### src/rtl/alu_mdu.sv
// EX-stage integer unit: RV32I ALU ops plus RV32M multiply/divide (shift-add multiplier, restoring divider).
// Latency: 1 cycle for base ops and divide early-outs, WIDTH+1 cycles for iterative MUL/DIV ops.
// Backpressure: in_ready only in IDLE; the result is held in DONE until out_valid & out_ready; flush kills any op.
module alu_mdu #(
    parameter int WIDTH = 32,
    localparam int SHW = $clog2(WIDTH)
) (
    input  logic             clk,
    input  logic             rst_n,
    input  logic             flush,
    input  logic             in_valid,
    output logic             in_ready,
    input  logic [4:0]       op,
    input  logic [WIDTH-1:0] a,
    input  logic [WIDTH-1:0] b,
    output logic             out_valid,
    input  logic             out_ready,
    output logic [WIDTH-1:0] result,
    output logic             z,
    output logic             n,
    output logic             v,
    output logic             c
);

    typedef enum logic [1:0] {IDLE, BUSY, DONE} state_t;

    localparam logic [SHW:0]     CNT_INIT = (SHW+1)'(WIDTH);
    localparam logic [SHW:0]     CNT_ONE  = (SHW+1)'(1);
    localparam logic [WIDTH-1:0] MIN_NEG  = {1'b1, {(WIDTH-1){1'b0}}};

    state_t             state_q;
    logic [SHW:0]       cnt_q;
    logic [2*WIDTH-1:0] prod_q;
    logic [WIDTH-1:0]   mcand_q;
    logic [1:0]         sub_q;
    logic               div_q;
    logic               neg_q;
    logic [WIDTH-1:0]   result_q;
    logic               z_q, n_q, v_q, c_q;

    assign in_ready  = (state_q == IDLE);
    assign out_valid = (state_q == DONE);
    assign result    = result_q;
    assign z         = z_q;
    assign n         = n_q;
    assign v         = v_q;
    assign c         = c_q;

    // Base ALU: SUB is folded into the adder as a + ~b + 1 so carry/overflow share one path.
    logic             sub_op;
    logic [WIDTH-1:0] b_add;
    logic [WIDTH:0]   add_full;
    logic             add_v;
    logic [WIDTH-1:0] base_res;
    logic             base_c, base_v;

    assign sub_op   = (op == 5'd1);
    assign b_add    = sub_op ? ~b : b;
    assign add_full = {1'b0, a} + {1'b0, b_add} + {{WIDTH{1'b0}}, sub_op};
    assign add_v    = (a[WIDTH-1] == b_add[WIDTH-1]) & (add_full[WIDTH-1] != a[WIDTH-1]);

    always_comb begin
        base_res = '0;
        base_c   = 1'b0;
        base_v   = 1'b0;
        case (op)
            5'd0, 5'd1: begin
                base_res = add_full[WIDTH-1:0];
                base_c   = add_full[WIDTH];
                base_v   = add_v;
            end
            5'd2: base_res = a & b;
            5'd3: base_res = a | b;
            5'd4: base_res = a ^ b;
            5'd5: base_res = {{(WIDTH-1){1'b0}}, ($signed(a) < $signed(b))};
            5'd6: base_res = a << b[SHW-1:0];
            5'd7: base_res = $signed(a) >>> b[SHW-1:0];
            5'd8: base_res = a >> b[SHW-1:0];
            5'd9: base_res = {{(WIDTH-1){1'b0}}, (a < b)};
            default: base_res = '0;
        endcase
    end

    // M-op decode: sub-op 00/01/10/11 = MUL/MULH/MULHSU/MULHU or DIV/DIVU/REM/REMU.
    logic             m_op, m_div;
    logic [1:0]       m_sub;
    logic             a_sgn, b_sgn, a_neg, b_neg, res_neg;
    logic             div_zero, div_ovf, early;
    logic [WIDTH-1:0] mag_a, mag_b, early_res;

    assign m_op     = op[4] & ~op[3];
    assign m_div    = op[2];
    assign m_sub    = op[1:0];
    assign a_sgn    = m_div ? ~m_sub[0] : (m_sub == 2'b01 || m_sub == 2'b10);
    assign b_sgn    = m_div ? ~m_sub[0] : (m_sub == 2'b01);
    assign a_neg    = a_sgn & a[WIDTH-1];
    assign b_neg    = b_sgn & b[WIDTH-1];
    assign mag_a    = a_neg ? -a : a;
    assign mag_b    = b_neg ? -b : b;
    // The remainder takes the dividend's sign; quotient and product take the XOR of both.
    assign res_neg  = (m_div & m_sub[1]) ? a_neg : (a_neg ^ b_neg);
    assign div_zero = m_div & (b == '0);
    assign div_ovf  = m_div & a_sgn & (a == MIN_NEG) & (b == '1);
    assign early    = div_zero | div_ovf;
    assign early_res = div_zero ? (m_sub[1] ? a : '1) : (m_sub[1] ? '0 : a);

    // One iteration: prod_q holds {acc, multiplier} or {remainder, dividend/quotient}.
    logic [WIDTH:0]     mul_sum, div_sh, div_diff;
    logic               div_ge;
    logic [WIDTH-1:0]   div_rem;
    logic [2*WIDTH-1:0] step, mul_full;
    logic [WIDTH-1:0]   div_val, fin_res;

    assign mul_sum  = {1'b0, prod_q[2*WIDTH-1:WIDTH]} + (prod_q[0] ? {1'b0, mcand_q} : '0);
    assign div_sh   = prod_q[2*WIDTH-1:WIDTH-1];
    assign div_ge   = (div_sh >= {1'b0, mcand_q});
    assign div_diff = div_sh - {1'b0, mcand_q};
    assign div_rem  = div_ge ? div_diff[WIDTH-1:0] : div_sh[WIDTH-1:0];
    assign step     = div_q ? {div_rem, prod_q[WIDTH-2:0], div_ge}
                            : {mul_sum, prod_q[WIDTH-1:1]};
    assign mul_full = neg_q ? -step : step;
    assign div_val  = sub_q[1] ? step[2*WIDTH-1:WIDTH] : step[WIDTH-1:0];

    always_comb begin
        fin_res = '0;
        if (div_q)
            fin_res = neg_q ? -div_val : div_val;
        else if (sub_q == 2'b00)
            fin_res = mul_full[WIDTH-1:0];
        else
            fin_res = mul_full[2*WIDTH-1:WIDTH];
    end

    always_ff @(posedge clk or negedge rst_n) begin
        if (!rst_n) begin
            state_q  <= IDLE;
            cnt_q    <= '0;
            prod_q   <= '0;
            mcand_q  <= '0;
            sub_q    <= '0;
            div_q    <= 1'b0;
            neg_q    <= 1'b0;
            result_q <= '0;
            z_q      <= 1'b0;
            n_q      <= 1'b0;
            v_q      <= 1'b0;
            c_q      <= 1'b0;
        end else if (flush) begin
            state_q <= IDLE;
        end else begin
            case (state_q)
                IDLE: begin
                    if (in_valid) begin
                        if (m_op && !early) begin
                            prod_q  <= {{WIDTH{1'b0}}, (m_div ? mag_a : mag_b)};
                            mcand_q <= m_div ? mag_b : mag_a;
                            sub_q   <= m_sub;
                            div_q   <= m_div;
                            neg_q   <= res_neg;
                            cnt_q   <= CNT_INIT;
                            state_q <= BUSY;
                        end else begin
                            result_q <= m_op ? early_res : base_res;
                            z_q      <= ((m_op ? early_res : base_res) == '0);
                            n_q      <= m_op ? early_res[WIDTH-1] : base_res[WIDTH-1];
                            v_q      <= ~m_op & base_v;
                            c_q      <= ~m_op & base_c;
                            state_q  <= DONE;
                        end
                    end
                end
                BUSY: begin
                    prod_q <= step;
                    cnt_q  <= cnt_q - CNT_ONE;
                    if (cnt_q == CNT_ONE) begin
                        result_q <= fin_res;
                        z_q      <= (fin_res == '0);
                        n_q      <= fin_res[WIDTH-1];
                        v_q      <= 1'b0;
                        c_q      <= 1'b0;
                        state_q  <= DONE;
                    end
                end
                DONE: begin
                    if (out_ready)
                        state_q <= IDLE;
                end
                default: state_q <= IDLE;
            endcase
        end
    end

endmodule

### config.mk
export PLATFORM = sky130hd
export DESIGN_NAME = alu_mdu
export DESIGN_NICKNAME = d
export VERILOG_FILES = /design/src/rtl/alu_mdu.sv
export SDC_FILE = /design/constraint.sdc
export NUM_CORES = 1
export LEC_CHECK = 0
export ABC_AREA = 1
export BUFFER_PORTS_ARGS = -buffer_cell sky130_fd_sc_hd__buf_2
export CORE_ASPECT_RATIO = 1.5
export CORE_MARGIN = 2
export CORE_UTILIZATION = 45
export DETAILED_ROUTE_END_ITERATION = 7
export GPL_TIMING_DRIVEN = 0
export MAX_ROUTING_LAYER = met4
export PLACE_DENSITY = 0.62
export SYNTH_ARGS = -nofsm -noshare
export SYNTH_HDL_FRONTEND = slang
export SYNTH_SLANG_ARGS = --single-unit
export TNS_END_PERCENT = 100
### constraint.sdc
create_clock -name clk -period 4.7 [get_ports clk]
set_input_delay 0.47 -clock clk [delete_from_list [all_inputs] [get_ports clk]]
set_output_delay 0.47 -clock clk [all_outputs]
set_load 0.03 [all_outputs]
==> summary.log, run 1 <==
[global_routing] via count of the first global-routing pass 38872
[logic_synthesis] register bit total from synthesis 143
[cts] maximum level of the CTS H-tree 4
[global_routing] overall track demand over capacity in global routing 64.54%
[floorplan] Die Span X 205.9 um
[floorplan] Initial Util 45.21%
[run_status] Log Error [ERROR GRT-0116] Global routing finished with congestion. Check the congestion regions in the DRC Viewer.
[global_routing] largest net degree at the start of global routing 94
[logic_synthesis] synthesized netlist cell count 4918
[placement] cell area reported after detailed placement 0.02908 mm^2
[global_routing] sum of overflow across all layers after global routing 22
[run_status] last stage the flow got to global routing (5_1_grt)
[logic_synthesis] post-synthesis async set-or-reset flop share 100.0%
[placement] count of placed standard cells including taps 5821
[placement] routability congestion estimate from global placement 1.288
[cts] Num CTS Buffers 17
[run_status] result of the run aborted with a tool error
[logic_synthesis] count of synthesis-stage warnings from yosys 0
[global_routing] global-route wire length before repair 287200 um
[placement] port bufs 110
[cts] clock tree root buffer cell clkbuf_16
[logic_synthesis] post-synthesis sequential area ratio 13.01%
[logic_synthesis] average footprint of a synthesized cell 5.592 um^2
[logic_synthesis] post-synthesis instance area 0.02750 mm^2
[cts] clock sink count 143
[logic_synthesis] number of enable-type register cells in the synthesized netlist 0
[logic_synthesis] primary flip-flop cell chosen by synthesis mapping dfrtp_1
[logic_synthesis] Post-Syn Nets 5198
[floorplan] die height 306.8 um
[placement] placed wire-length estimate after detailed placement 142700 um
[cts] clock buffer depth 2
[floorplan] Row Count 111
[logic_synthesis] library cells used by synthesis 66
[floorplan] number of primary I/O pins 112
-- through the flow --
step / setup TNS [ps] / setup WS [ps] / utilization (%)
floorplan: 0 / 209.6 / -
global placement: -160110 / -2499 / 47.74
detailed placement: -163900 / -2514 / 47.81
CTS: 0 / 0.2247 / 49.94
-- per-layer routing --
metal	overflow	GRT usage [%]
met4	10	64.72
met1	0	64.44
met3	0	35.09
met2	12	86.33
met5	-	-
-- cells in the mapped netlist, types with 47 or more instances --
cell type  count  area, um^2
xor2_1       110       963.4
clkbuf_1     136       510.5
nor3_1        47       235.2
inv_1        588        2207
o211ai_1      70       525.5
a21oi_1      287        1436
nand2_1     1421        5334
o21ai_0      443        2217
nor2_1       498        1869
ha_1         203        2540
nand3_1      341        1707
dfrtp_1      143        3578
nand4_1       88       550.5
o22ai_1       54       337.8
-- cell families after synthesis --
family | after synthesis | synth area share [%]
fa+ha+maj | 206 | 9.454
buf+inv | 819 | 11.65
simple gates | 2567 | 39.87
compound gates | 1046 | 21.58
flops | 143 | 13.01
xor+xnor | 121 | 3.853
mux | 16 | 0.5823
-- repair_timing --
action | in CTS
hold buffers | 1
gates resized for setup | 161
endpoints found under the setup margin | 143
pin swaps | 13
hold endpoints to repair | 5
gates cloned | 0
buffers inserted | 24
==> run 2, diff against run 1 <==
--- a/config.mk
+++ b/config.mk
@@ -7,13 +7,11 @@
 export LEC_CHECK = 0
 export ABC_AREA = 1
 export BUFFER_PORTS_ARGS = -buffer_cell sky130_fd_sc_hd__buf_2
-export CORE_ASPECT_RATIO = 1.5
 export CORE_MARGIN = 2
-export CORE_UTILIZATION = 45
+export CORE_UTILIZATION = 30
 export DETAILED_ROUTE_END_ITERATION = 7
 export GPL_TIMING_DRIVEN = 0
-export MAX_ROUTING_LAYER = met4
-export PLACE_DENSITY = 0.62
+export PLACE_DENSITY_LB_ADDON = 0.15
 export SYNTH_ARGS = -nofsm -noshare
 export SYNTH_HDL_FRONTEND = slang
 export SYNTH_SLANG_ARGS = --single-unit
==> summary.log, run 2 <==
[timing] Max-slew headroom 21.01%
[placement] count of placed standard cells including taps 6216 [+6.8%]
[floorplan] number of primary I/O pins 112 [unchanged]
[run_status] result of the run finished with violations
[logic_synthesis] post-synthesis instance area 0.02750 mm^2 [unchanged]
[detailed_routing] DRC marker count from the first detailed-route iteration 4091
[flow_run] max capacitance violation total 0
[logic_synthesis] combinational family with the most area after synthesis simple AND/OR/NAND/NOR gates
[detailed_routing] DRT antenna net count 0
[min_path] startpoint of the lowest-slack hold path flush
[logic_synthesis] post-synthesis sequential area ratio 13.01% [unchanged]
[detailed_routing] Met2 Wirelength 76960 um
[cts] clock buffer depth 2 [unchanged]
[global_routing] global-route wire length before repair 250600 um
[logic_synthesis] most numerous cell in the Yosys netlist nand2_1
[timing] clock period minus worst slack 4815 ps
[detailed_routing] Max Used Layer met5
[logic_synthesis] count of synthesis-stage warnings from yosys 0 [unchanged]
[detailed_routing] detailed route wirelength on metal3 14120 um
[logic_synthesis] cell accounting for the most synthesized area nand2_1
[cts] clock transition at the register clock pins on the worst setup and hold paths after CTS 70 ps
[final_layout] area delta synth->final 15.30%
[cts] worst-skew pair later-pin latency 470 ps
[critical_path] crit end category flop
[global_routing] overall track demand over capacity in global routing 36.96%
[final_layout] number of standard cells in the final layout excluding fillers 6308
[logic_synthesis] register bit total from synthesis 143 [unchanged]
[run_status] violations in the final reports negative setup slack
[floorplan] die height 306.8 um [unchanged]
[floorplan] die area 0.09411 mm^2
[logic_synthesis] most frequent cells after synthesis nand2_1, inv_1, nor2_1
[logic_synthesis] fraction of synthesized cell area taken by the top area cell type 19.39% [unchanged]
[timing] fin crit share 102.4%
[timing] final count of hold timing violations 0
[critical_path] endpoint required time on the critical path 5040 ps
[global_routing] sum of overflow across all layers after global routing 0
[cts] clock tree from TritonCTS done
[critical_path] most frequent cell on the critical path nor2_1
[critical_path] worst reg2reg startpoint prod_q[38]$_DFFE_PN0P_
[final_layout] register with the highest flop count prod_q
[critical_path] ordered list of cells on the worst path clkbuf_2, clkinv_1, nor2_1, nand2_1, nor2_1, inv_1, nor2_1, a211oi_1, o221ai_1, a211oi_1, o211ai_1, o21ai_0, o21ai_1
[placement] routability congestion estimate from global placement 1.092 [-15%]
[floorplan] Row Count 111 [unchanged]
[logic_synthesis] post-synthesis async set-or-reset flop share 100.0% [unchanged]
[critical_path] critical path peak fanout 9
[logic_synthesis] proportion of synthesized area in mux cells 0.5823% [unchanged]
[final_layout] fraction of final layout cells sized beyond drive strength 1 12.17%
[timing] Layout Skew 14.90 ps
[cts] clock tree root buffer cell clkbuf_16
[floorplan] Die Span X 306.8 um [+49%]
[min_path] hold crit path type in2reg
[logic_synthesis] area share of xor/xnor cells in the synthesized design 3.853% [unchanged]
[placement] placed wire-length estimate after detailed placement 149300 um [+4.6%]
[detailed_routing] Via Count 36426
[logic_synthesis] primary flip-flop cell chosen by synthesis mapping dfrtp_1
[timing] pin slew with the least headroom to its limit 1173 ps
[logic_synthesis] average footprint of a synthesized cell 5.592 um^2 [unchanged]
[detailed_routing] DRC violations left 0
[power_and_ir_drop] Cell Pwr Density 744.0 mW/mm^2
[critical_path] Crit Path Class in2reg
[logic_synthesis] simple logic cell fraction of the synthesized area 39.87% [unchanged]
[logic_synthesis] number of enable-type register cells in the synthesized netlist 0 [unchanged]
[global_routing] largest net degree at the start of global routing 108
[timing] setup_tns -229.8 ps
[final_layout] number of fillers in the final layout 10548
[floorplan] Initial Util 30.14% [-15 points]
[logic_synthesis] synthesized-area fraction occupied by adder cells 9.454% [unchanged]
[critical_path] CP Launch Point op[2]
[detailed_routing] average wire per standard cell 28.45 um
[critical_path] slowest stage cell, crit path a211oi_1
[global_routing] via count of the first global-routing pass 34164
[detailed_routing] number of optimization iterations in the first detailed-route pass 6
[timing] slack of the critical path -115.0 ps
[cts] clock sink count 143 [unchanged]
[final_layout] Largest register FFs 64
[detailed_routing] average via count per standard cell 5.775
[timing] Fmax 0.2077 GHz
[final_layout] total number of nets in the final design 5389
[critical_path] CP max stage delay 860 ps
[logic_synthesis] Area contributors post-synth nand2_1, dfrtp_1, ha_1
[detailed_routing] detailed-route wire length 179500 um
[final_layout] multi-input gate area in the final layout 0.02171 mm^2
[final_layout] most frequent cells in the layout nand2_1, inv_1, nor2_1
[timing] total of endpoints with negative setup slack in the final report 2
[timing] final slew viol count 0
[logic_synthesis] library cells used by synthesis 66 [unchanged]
[floorplan] core box area 0.09125 mm^2
[power_and_ir_drop] peak supply drop 0.4072 mV
[power_and_ir_drop] Leak Pwr 15.56 nW
[cts] maximum level of the CTS H-tree 4 [unchanged]
[logic_synthesis] synthesized netlist cell count 4918 [unchanged]
[final_layout] area used by sequential logic in the layout 0.003622 mm^2
[final_layout] most common cell after layout, fill and taps aside nand2_1
[critical_path] CP Data Arrival Time 5150 ps
[timing] RSZ-0062 raised after global routing true
[detailed_routing] routed metal-1 wirelength 72700 um
[global_routing] number of antenna violations at the first check in global routing 2
[critical_path] launching element type of the critical path input pin
[placement] port bufs 110 [unchanged]
[cts] Num CTS Buffers 17 [unchanged]
[logic_synthesis] Synth Area in Compound Gates 21.58% [unchanged]
[logic_synthesis] Post-Syn Nets 5198 [unchanged]
run 2: repair_timing:
item | CTS | global route
gates resized for setup | 141 | 183
hold buffers | 1 | 0
hold endpoints to repair | 36 | 0
setup buffers | 19 | 48
pin swaps | 11 | 53
setup endpoints to repair | 143 | 86
run 2: final timing paths:
kind / endpoint / slack (ps) / cells after the start
setup reg to reg: z$_DFFE_PN0P_ / -70 / 35
setup / recovery: result[23]$_DFFE_PN0P_ / -120 / 13
min in group asynchronous: prod_q[54]$_DFFE_PN0P_ / 480 / 2
max in group asynchronous: result[7]$_DFFE_PN0P_ / 3260 / 3
hold reg to reg: result[0]$_DFFE_PN0P_ / 480 / 2
hold / removal: state_q[0]$_DFFE_PN0P_ / 440 / 3
run 2: cell families (layout without fill, tap and decap cells):
group / count (synthesis) / after routing
AOI/OAI and AO/OA: 1046 / 1046
xor gates and xnor gates: 121 / 121
adders and majority gates: 206 / 206
buffers and inverters: 819 / 1022
DFF: 143 / 143
muxes: 16 / 16
other: 0 / 1
and+or+nand+nor: 2567 / 2567
run 2: critical path: cells and delay by family:
family,cells,cell delay [ps]
AOI/OAI and AO/OA,6,3080
buffers and inverters,3,750
and+or+nand+nor,4,810
run 2: per-stage QoR:
stage	hold slack, ps	setup WS (ps)	utilization, %	total power [mW]	cell area [um^2]
after CTS	388.0	-159.1	33.72	22.00	30770
after detailed placement	389.3	-2808	32.42	20.06	29580
after global routing	439.7	-218.6	34.75	25.04	31710
after floorplan	174.4	209.6	-	13.38	27500
after global placement	463.8	-2861	32.37	20.07	29540
final	436.9	-115.0	34.75	23.59	31710
run 2: where the power goes:
part	total, mW	switching (mW)	leakage [nW]	internal [mW]
logic	19.8	14.2	13.6	5.57
clock network	1.35	0.625	0.259	0.725
registers	2.46	0.648	1.75	1.81
total	23.6	15.5	15.6	8.11
run 2: area by class of cell:
type	instances	area share, %
well taps	1186	4.680
clock buffers	18	1.353
multi-input cells	3956	68.46
inverters	611	7.256
flip-flops and latches	143	11.42
diodes	1	0.007892
clock inverters	13	0.3630
plain buffers	200	2.932
repair buffers	180	3.528
run 2: per-layer routing:
metal | up-vias | global-route usage, %
li1 | 16634 | -
met1 | 17236 | 47.00
met2 | 2033 | 57.47
met3 | 519 | 4.879
met4 | 4 | 26.68
met5 | - | 0
(Power assumes the default switching activity.)
